===== src/rtl/reg_write_arb_pkg.sv =====
// Shared types and the rotate-scan helper for the register write arbiter.
// Optional feature macro used by the top: REG_WRITE_ARB_LOCK_EN.
package reg_write_arb_pkg;

  // Widest requester vector the helper can scan; the arbiter supports 2..8.
  localparam int MAX_REQ   = 8;
  localparam int MAX_IDX_W = 3;

  typedef enum logic {
    IDLE = 1'b0,
    HOLD = 1'b1
  } arb_state_t;

  typedef struct packed {
    logic                 found;
    logic [MAX_IDX_W-1:0] idx;
  } pick_t;

  // First set bit of valid at or after ptr, wrapping at num.
  function automatic pick_t rr_pick(input logic [MAX_REQ-1:0]   valid,
                                    input logic [MAX_IDX_W-1:0] ptr,
                                    input int unsigned          num);
    pick_t       r;
    int unsigned cand;
    r.found = 1'b0;
    r.idx   = {MAX_IDX_W{1'b0}};
    for (int unsigned k = 0; k < MAX_REQ; k++) begin
      cand = (32'(ptr) + k) % num;
      if ((k < num) && !r.found && valid[MAX_IDX_W'(cand)]) begin
        r.found = 1'b1;
        r.idx   = MAX_IDX_W'(cand);
      end else begin
        r = r;
      end
    end
    return r;
  endfunction

endpackage


===== src/rtl/rr_priority_picker.sv =====
// Combinational rotating priority picker: finds the first valid requester
// starting at ptr and wrapping at NUM_REQ. Reusable by other arbiters.
module rr_priority_picker
  import reg_write_arb_pkg::*;
#(
  parameter  int NUM_REQ = 4,
  localparam int IDX_W   = $clog2(NUM_REQ)
) (
  input  logic [NUM_REQ-1:0] valid,
  input  logic [IDX_W-1:0]   ptr,
  output logic               found,
  output logic [IDX_W-1:0]   winner
);

  pick_t pick;

  // Widen to the helper's fixed width, scan, and narrow back.
  always_comb begin
    pick   = rr_pick(MAX_REQ'(valid), MAX_IDX_W'(ptr), NUM_REQ);
    found  = pick.found;
    winner = IDX_W'(pick.idx);
  end

endmodule


===== src/rtl/reg_write_arbiter.sv =====
// Round-robin arbiter sharing one register-bank write port between NUM_REQ
// requesters. The winning write is registered and held until wr_ready.
// Optional: define REG_WRITE_ARB_LOCK_EN to add req_lock, which lets the
// current owner keep the port for back-to-back atomic updates.
module reg_write_arbiter
  import reg_write_arb_pkg::*;
#(
  parameter  int NUM_REQ    = 4,
  parameter  int ADDR_WIDTH = 4,
  parameter  int DATA_WIDTH = 8,
  localparam int IDX_W      = $clog2(NUM_REQ)
) (
  input  logic                          clk,
  input  logic                          reset,
  input  logic [NUM_REQ-1:0]            req_valid,
  output logic [NUM_REQ-1:0]            req_ready,
  input  logic [NUM_REQ*ADDR_WIDTH-1:0] req_addr,
  input  logic [NUM_REQ*DATA_WIDTH-1:0] req_data,
`ifdef REG_WRITE_ARB_LOCK_EN
  input  logic [NUM_REQ-1:0]            req_lock,
`endif
  output logic                          wr_valid,
  input  logic                          wr_ready,
  output logic [ADDR_WIDTH-1:0]         wr_addr,
  output logic [DATA_WIDTH-1:0]         wr_data,
  output logic [IDX_W-1:0]              wr_src
);

  arb_state_t       state;
  logic [IDX_W-1:0] rr_ptr;
  logic [IDX_W-1:0] pick_idx;
  logic             pick_found;
  logic [IDX_W-1:0] winner;
  logic [IDX_W-1:0] next_ptr;
  logic             slot_free;
  logic             relock;
  logic             grant;
`ifdef REG_WRITE_ARB_LOCK_EN
  logic             lock_held;
`endif

  rr_priority_picker #(.NUM_REQ(NUM_REQ)) u_picker (
    .valid  (req_valid),
    .ptr    (rr_ptr),
    .found  (pick_found),
    .winner (pick_idx)
  );

  // Decide whether the port can take a new write and who gets it.
  always_comb begin
    slot_free = (state == IDLE) || ((state == HOLD) && wr_ready);
`ifdef REG_WRITE_ARB_LOCK_EN
    // Owner that locked its last grant keeps the port while still locking.
    relock = lock_held && (state == HOLD) && req_valid[wr_src] && req_lock[wr_src];
`else
    relock = 1'b0;
`endif
    if (relock) begin
      winner = wr_src;
    end else begin
      winner = pick_idx;
    end
    // Reset masks grants so nothing is accepted while the write is dropped.
    grant = slot_free && (relock || pick_found) && !reset;
    if (winner == IDX_W'(NUM_REQ - 1)) begin
      next_ptr = {IDX_W{1'b0}};
    end else begin
      next_ptr = winner + IDX_W'(1);
    end
  end

  // One-hot accept toward the winning requester only.
  always_comb begin
    req_ready = {NUM_REQ{1'b0}};
    if (grant) begin
      req_ready[winner] = 1'b1;
    end else begin
      req_ready = {NUM_REQ{1'b0}};
    end
  end

  // FSM: capture on grant, drain to IDLE on accept with no new winner.
  always_ff @(posedge clk or posedge reset) begin
    if (reset) begin
      state     <= IDLE;
      wr_valid  <= 1'b0;
      wr_addr   <= {ADDR_WIDTH{1'b0}};
      wr_data   <= {DATA_WIDTH{1'b0}};
      wr_src    <= {IDX_W{1'b0}};
      rr_ptr    <= {IDX_W{1'b0}};
`ifdef REG_WRITE_ARB_LOCK_EN
      lock_held <= 1'b0;
`endif
    end else if (grant) begin
      state    <= HOLD;
      wr_valid <= 1'b1;
      wr_addr  <= req_addr[32'(winner)*ADDR_WIDTH +: ADDR_WIDTH];
      wr_data  <= req_data[32'(winner)*DATA_WIDTH +: DATA_WIDTH];
      wr_src   <= winner;
      // A locked re-grant leaves the rotation where it was.
      if (!relock) begin
        rr_ptr <= next_ptr;
      end
`ifdef REG_WRITE_ARB_LOCK_EN
      lock_held <= req_lock[winner];
`endif
    end else if (slot_free) begin
      state    <= IDLE;
      wr_valid <= 1'b0;
`ifdef REG_WRITE_ARB_LOCK_EN
      lock_held <= 1'b0;
`endif
    end
  end

endmodule


===== config.mk =====
export PLATFORM = sky130hd
export DESIGN_NAME = reg_write_arbiter
export DESIGN_NICKNAME = d
export VERILOG_FILES = /design/src/rtl/reg_write_arb_pkg.sv /design/src/rtl/rr_priority_picker.sv /design/src/rtl/reg_write_arbiter.sv
export SDC_FILE = /design/constraint.sdc
export NUM_CORES = 1
export LEC_CHECK = 0
export ABC_AREA = 0
export CORE_UTILIZATION = 40
export DETAILED_ROUTE_END_ITERATION = 8
export GPL_TIMING_DRIVEN = 1
export PLACE_DENSITY = 0.91
export SKIP_CTS_REPAIR_TIMING = 1
export SYNTH_ARGS = -nofsm -noshare
export SYNTH_HDL_FRONTEND = slang
export SYNTH_SLANG_ARGS = --single-unit

===== constraint.sdc =====
create_clock -name clk -period 4.1 [get_ports clk]
set_clock_uncertainty 0.1 [all_clocks]
set_input_delay 0.82 -clock clk [delete_from_list [all_inputs] [get_ports clk]]
set_output_delay 0.82 -clock clk [all_outputs]
set_load 0.03 [all_outputs]

==> flow_summary_export.csv <==
group,metric,value,unit
cts,cts_tree,"built",
cells_and_area,register_area,425,um2
synthesis,netlist.top_cell.by_area,"dfrtp_1",
cells_and_area,drive_gt1_share,8.00,%
setup_path,rr_endpoint,"wr_data[1]",
detailed_routing,wl,3890,um
pwr,vdd_drop_max,0.000365,V
synthesis,syn-mean-instance-area,9.05,um2
synthesis,ys_types,30,
floorplan,die_y,56.7,um
pwr,p_int,0.000504,W
timing,slew_violations,0,
synthesis,synth_area_leaders,"dfrtp_1 36%, a221o_1 10%, o22a_1 9.5%",
synthesis,postSynthCellCount,132,
job,cap_violations,0,
cells_and_area,diodes,0,
synthesis,synth_edf_count,0,
detailed_routing,final_antenna_net_count,0,
timing,hold_violations,0,
hold_path,hp-class,"register to register",
pwr,sequentialPowerShare,30.0,%
setup_path,cp.required,3180,ps
placed_design,post-place-ws,238,ps
detailed_routing,drtIter0Drc,55,
detailed_routing,viasPerCell,6.13,
pwr,clockPowerShare,10.2,%
floorplan,coreArea,2780,um2
floorplan,ios,74,
placed_design,dp_hpwl,2870,um
cells_and_area,multi_input_area,663,um2
placed_design,gp_congestion,0.770,
cts,cts-buffers-inserted,3,
synthesis,ys_ff_latch,17,
detailed_routing,drc,0,
timing,setup_ws,193,ps
setup_path,critical_path.endpoint,"req_ready[1]",
setup_path,r2r_start,"rr_ptr[1]",
floorplan,dieArea,3210,um2
pwr,power_switching,0.000411,W
cells_and_area,final_util,68.5,%
cts,clkTransAtPathRegs,100,ps
outcome,status,"finished, final reports clean",
setup_path,critPathArrivalTime,2990,ps
setup_path,r2r_slack,2060,ps
setup_path,rr_worst_depth,5,
setup_path,crit_start,"req_valid[3]",
floorplan,die_x,56.7,um
global_routing,antenna_found_initial,0,
placed_design,placement.io_buffers,73,
setup_path,crit_type,"input port to output port",
timing,fin_crit,3910,ps
pwr,power.share.combinational,59.8,%
global_routing,track_usage,25.9,%
synthesis,yosysTopAreaCellShare,35.6,%
pwr,power,0.000915,W
global_routing,grt_first_pass_wirelength,6380,um
synthesis,syn_nets,188,
cells_and_area,nFillCells,199,
timing,tightest_slew,1170,ps
timing,slew_headroom,21.9,%
cts,clockBufferDepth,2,
timing,fmax,0.256,GHz
floorplan,std_cell_rows,19,
synthesis,yosysSeqAreaShare,35.6,%
timing,whs,408,ps
floorplan,initial_utilization,43.0,%
setup_path,critPathLaunchType,"input port",
pwr,p_per_area,480,nW/um2
setup_path,end_kind,"output port",
detailed_routing,avgRoutedWirePerCell,16.8,um
pwr,switching_share,44.9,%
timing,finalCritPeriodShare,95.3,%
synthesis,yosys_warnings,0,
setup_path,path_max_fanout,16,
cts,clock-sinks,17,
synthesis,async_flop_share,100,%
timing,finalSetupTns,0,ps
cells_and_area,area_growth,59.5,%
global_routing,grt_pass1_vias,1405,
timing,setup_viol,0,
cells_and_area,layout_common_cells,"69 x clkdlybuf4s50_1, 17 x dfrtp_1, 15 x o21ai_0",
synthesis,yosys_most_used_dff,"dfrtp_1",
cells_and_area,nets,257,
detailed_routing,drt_pre_antenna_iters,4,
cts,htree_levels,1,
pwr,leakage,0.770,nW
global_routing,grt_max_degree,21,
cells_and_area,layout_commonest_cell,"clkdlybuf4s50_1",
synthesis,synthesis.area,1190,um2
detailed_routing,vias,1416,
cts,clock-root-buffer,"clkbuf_4",
global_routing,globalRouteOverflowTotal,0,
cts,clock_latency,290,ps
timing,rsz0062_at_grt,"false",
[Yosys cell counts, drive strengths merged, types with 3 or more instances]
cell type / count
o22a: 13
a21oi: 13
a221o: 12
nand2: 11
nor2: 3
and2: 3
o21ai: 16
buf: 10
dfrtp: 17
nand3: 13
[power groups by stage]
stage / Combinational (W) / Clock [W] / Sequential (W)
6_report: 0.000547 / 0.0000932 / 0.000274
5_1_grt: 0.000588 / 0.000100 / 0.000283
4_1_cts: 0.000549 / 0.0000942 / 0.000273
3_5_place_dp: 0.000543 / 0 / 0.000276
3_3_place_gp: 0.000531 / 0 / 0.000272
2_1_floorplan: 0.000264 / 0 / 0.000354
[kinds of logic after synthesis]
family	count (synthesis)	synth area share (%)
AOI/OAI and AO/OA	61	37.0
adders and majority gates	1	1.05
buffers and inverters	14	8.90
DFF	17	35.6
muxes	1	0.838
and+or+nand+nor	38	16.6
[worst min-delay path by stage]
stage,start,endpoint,slack (ps),cells past startpoint
global route,wr_data[7],wr_data[7],440,1
floorplan,rr_ptr[0],rr_ptr[0],440,2
detailed placement,wr_src[0],wr_src[0],370,2
global placement,wr_src[1],wr_src[1],370,2
CTS,wr_src[0],wr_src[0],410,2
finish,wr_src[0],wr_src[0],410,2
[cell type report]
cell class / count / area share [%]
inverters: 2 / 0.394
flip-flops and latches: 17 / 22.3
well taps: 31 / 2.04
clock buffers: 3 / 1.18
multi-input cells: 101 / 34.8
repair buffers: 76 / 39.0
clock inverters: 1 / 0.263
[state kept, by name, indices dropped and copies added (netlist names)]
name     flops
state        1
wr_src       2
wr_addr      4
wr_data      8
rr_ptr       2
[routing by layer]
layer	vias up	share of wire, %	GRT usage, %
met1	654	38	32.9
li1	646	-	-
met4	0	2.2	13.2
met5	-	0	0
met2	105	48	41.0
met3	11	11	5.99
[per-stage QoR]
| stage | area (um2) | cells |
|---|---|---|
| floorplan | 1190 | 132 |
| global placement | 1880 | 227 |
| detailed placement | 1880 | 227 |
| CTS | 1910 | 231 |
| global route | 1910 | 231 |
| finish | 1910 | 231 |
[worst max-delay path, cell delays in order]
cell,delay [ps]
clkdlybuf4s50_1,600
or3_4,190
o21ai_2,70
nor2b_1,900
and2_1,250
buf_4,160
Power figures use the tool's default switching activity.
==> edit, RTL diff (same flow settings) <==
Set the parameter `DATA_WIDTH` to 6 (it was 8).
--- a/src/rtl/reg_write_arbiter.sv
+++ b/src/rtl/reg_write_arbiter.sv
@@ -7,7 +7,7 @@
 #(
   parameter  int NUM_REQ    = 4,
   parameter  int ADDR_WIDTH = 4,
-  parameter  int DATA_WIDTH = 8,
+  parameter  int DATA_WIDTH = 6,
   localparam int IDX_W      = $clog2(NUM_REQ)
 ) (
   input  logic                          clk,
Interface: changed (resized req_data and wr_data); port bits go from 74 to 64. The function was not compared with the original's and may differ.
==> edit against the original RTL <==
Hold slack worse by 0.018 ns. Non-clock buffer count is 9 lower. Clock power is 2.8% lower. Total power is 6.5% lower. Critical path depth is 2 higher. Count of clock-buffer cells in the layout stayed put. Sequential cell count is 2 lower. Routed wire length is 20% lower. Worst setup slack better by 0.066 ns. Area after synthesis is 13% lower. Critical endpoint is now req_ready[3]. Register-to-register slack hardly changed. Cell area is 8.9% lower.
==> edit: results (changes against the original RTL) <==
- Arr. time, crit path: 2.92 ns (-0.07 ns)
- The largest incremental delay on the critical path came to 0.67 ns (-0.23 ns).
- The synthesized netlist net count came to 159 (-15%).
- The count of different cell masters after synthesis is 27 (-10%).
- The static leakage power was 0.773 nW (+0.39%).
* Detailed Routing Iterations Pass 1: 3 (-1)
* R2R Path End: wr_addr[1]$_DFFE_PP0P_
* Multiplexer area fraction after synthesis: 9.62% (+8.8 points)
- Met1 routing resource usage after global routing: 25.0% (-7.9 points)
- In this run the worst setup path terminates at req_ready[3].
- The largest registers in the layout are wr_data (6), wr_addr (4).
- The internal power contribution was 0.489 mW (-3.0%).
- The area share of fa/ha/maj cells after synthesis was 1.20% (+0.15 points).
- The final weighted congestion of routability-driven global placement is 0.956 (+24%).
* Launching point of the worst reg2reg path: rr_ptr[0]$_DFFE_PP0P_
- Setup crit start: req_valid[1]
- The transition time at the pin with the least slew margin is 0.577 ns (-0.592 ns).
- Final-layout fill cell count: 192 (-3.5%)
- Total track usage: 24.0% (-2.0 points)
* Share of final-layout standard cells stronger than drive strength 1: 12.6% (+4.6 points)
* Share of the yosys chip area belonging to registers: 36.1% (+0.46 points)
- Top fanout value on the critical path: 5 (-11)
* First-pass GRT wire length: 4.79 mm (-25%)
- Register-to-Register Path Depth: 6 (+1)
- The global-route track usage on met2 was 46.4% (+5.4 points).
- Highest metal layer with signal wires: met4
- Ratio of routed vias to standard cells: 5.26 (-14%)
- DP Wirelength: 2.40 mm (-17%)
- Result of the run: completed
- The routed length on met3 is 210 um (-52%).
* Post-layout nets: 224 (-13%)
- Iter 0 DRT Violations: 12 (-78%)
* Top Family by Delay on Critical Path: buffers and inverters
- Fraction of the mapped netlist area in compound gates: 28.7% (-8.2 points)
- The total detailed-routing wirelength is 3.13 mm (-20%).
- The pin count of the biggest net entering global routing came to 16 (-24%).
- Most common library cells after synthesis: nand2_1, dfrtp_1, inv_1
- Count of input and output buffers: 63 (-14%)
- nand2_1 is the most common cell in the netlist.
- Synth area leaders: dfrtp_1, o221ai_2, mux2i_1, a2bb2oi_1, nand2_1
- The detailed-route wire length on metal 1 came to 1.27 mm (-15%).
* Worst VDD drop: 0.327 mV (-10%)
- Standard cell with the maximum stage delay on the critical path: clkdlybuf4s50_1
* Met3 demand-to-capacity share in global routing: 4.02% (-2.0 points)
- Detailed-routed wire length on met2: 1.58 mm (-16%)
- The number of max-capacitance violations reported was 0 (unchanged).
[edit: changes by cell type in the layout (fill, tap and decap cells not counted), moves of 10 or more]
cell	change
o22a_1	-11
a221o_1	-12
o21ai_0	-14
inv_1	+14
a21oi_1	-10
nand3_1	-13
a2bb2oi_1	+10
[edit: cell families (layout without fill, tap and decap cells)]
| family | count (synthesis) | after routing |
|---|---|---|
| fa+ha+maj | 1 | 1 |
| mux | 10 | 10 |
| compound gates | 30 | 30 |
| flops | 15 | 15 |
| simple gates | 33 | 33 |
| buf+inv | 22 | 86 |
[edit: layout make-up]
type / count / area, sq um / share of cell area (%)
clock buffer: 3 / 22.5 / 1.30
clock inverter: 1 / 5.00 / 0.288
inverter: 15 / 56.3 / 3.24
multi-input combinational: 74 / 583 / 33.6
sequential: 15 / 375 / 21.6
tap: 30 / 37.5 / 2.16
timing repair buffer: 67 / 656 / 37.8
[edit: worst reg2reg max path, stage by stage, from the launching register on]
cell,delay (ns)
dfrtp_1,0.40
nand2b_1,0.17
o21ai_0,0.10
a211o_1,0.32
buf_4,0.21
or3_4,0.45
o221ai_1,0.21
[edit: stage by stage]
| stage | utilization, % | setup WS [ns] | power, mW | area [sq um] | std cells |
|---|---|---|---|---|---|
| final | 70.1 | 0.260 | 0.855 | 1740 | 205 |
| after global routing | 70.1 | 0.158 | 0.901 | 1740 | 205 |
| after CTS | 69.8 | 0.121 | 0.855 | 1730 | 205 |
| after detailed placement | 68.7 | 0.129 | 0.765 | 1700 | 201 |
| after global placement | 68.7 | 0.237 | 0.749 | 1700 | 201 |
| after floorplan | - | 1.11 | 0.556 | 1040 | 111 |
[edit: worst min path at each step]
stage	from	slack, ns	cells after the start	end
3_3_place_gp	wr_src[0]$_DFFE_PP0P_	0.36	2	wr_src[0]$_DFFE_PP0P_
3_5_place_dp	wr_src[0]$_DFFE_PP0P_	0.37	2	wr_src[0]$_DFFE_PP0P_
4_1_cts	wr_src[0]$_DFFE_PP0P_	0.39	2	wr_src[0]$_DFFE_PP0P_
5_1_grt	wr_src[1]$_DFFE_PP0P_	0.42	2	wr_src[1]$_DFFE_PP0P_
2_1_floorplan	rr_ptr[0]$_DFFE_PP0P_	0.43	2	rr_ptr[0]$_DFFE_PP0P_
6_report	wr_src[0]$_DFFE_PP0P_	0.39	2	wr_src[0]$_DFFE_PP0P_
[edit: power by group through the flow]
stage          Sequential (mW)  Clock (mW)  Combinational (mW)
3_5_place_dp             0.250           0               0.515
4_1_cts                  0.249      0.0894               0.517
2_1_floorplan            0.343           0               0.213
6_report                 0.251      0.0906               0.514
3_3_place_gp             0.245           0               0.503
5_1_grt                  0.256      0.0964               0.548
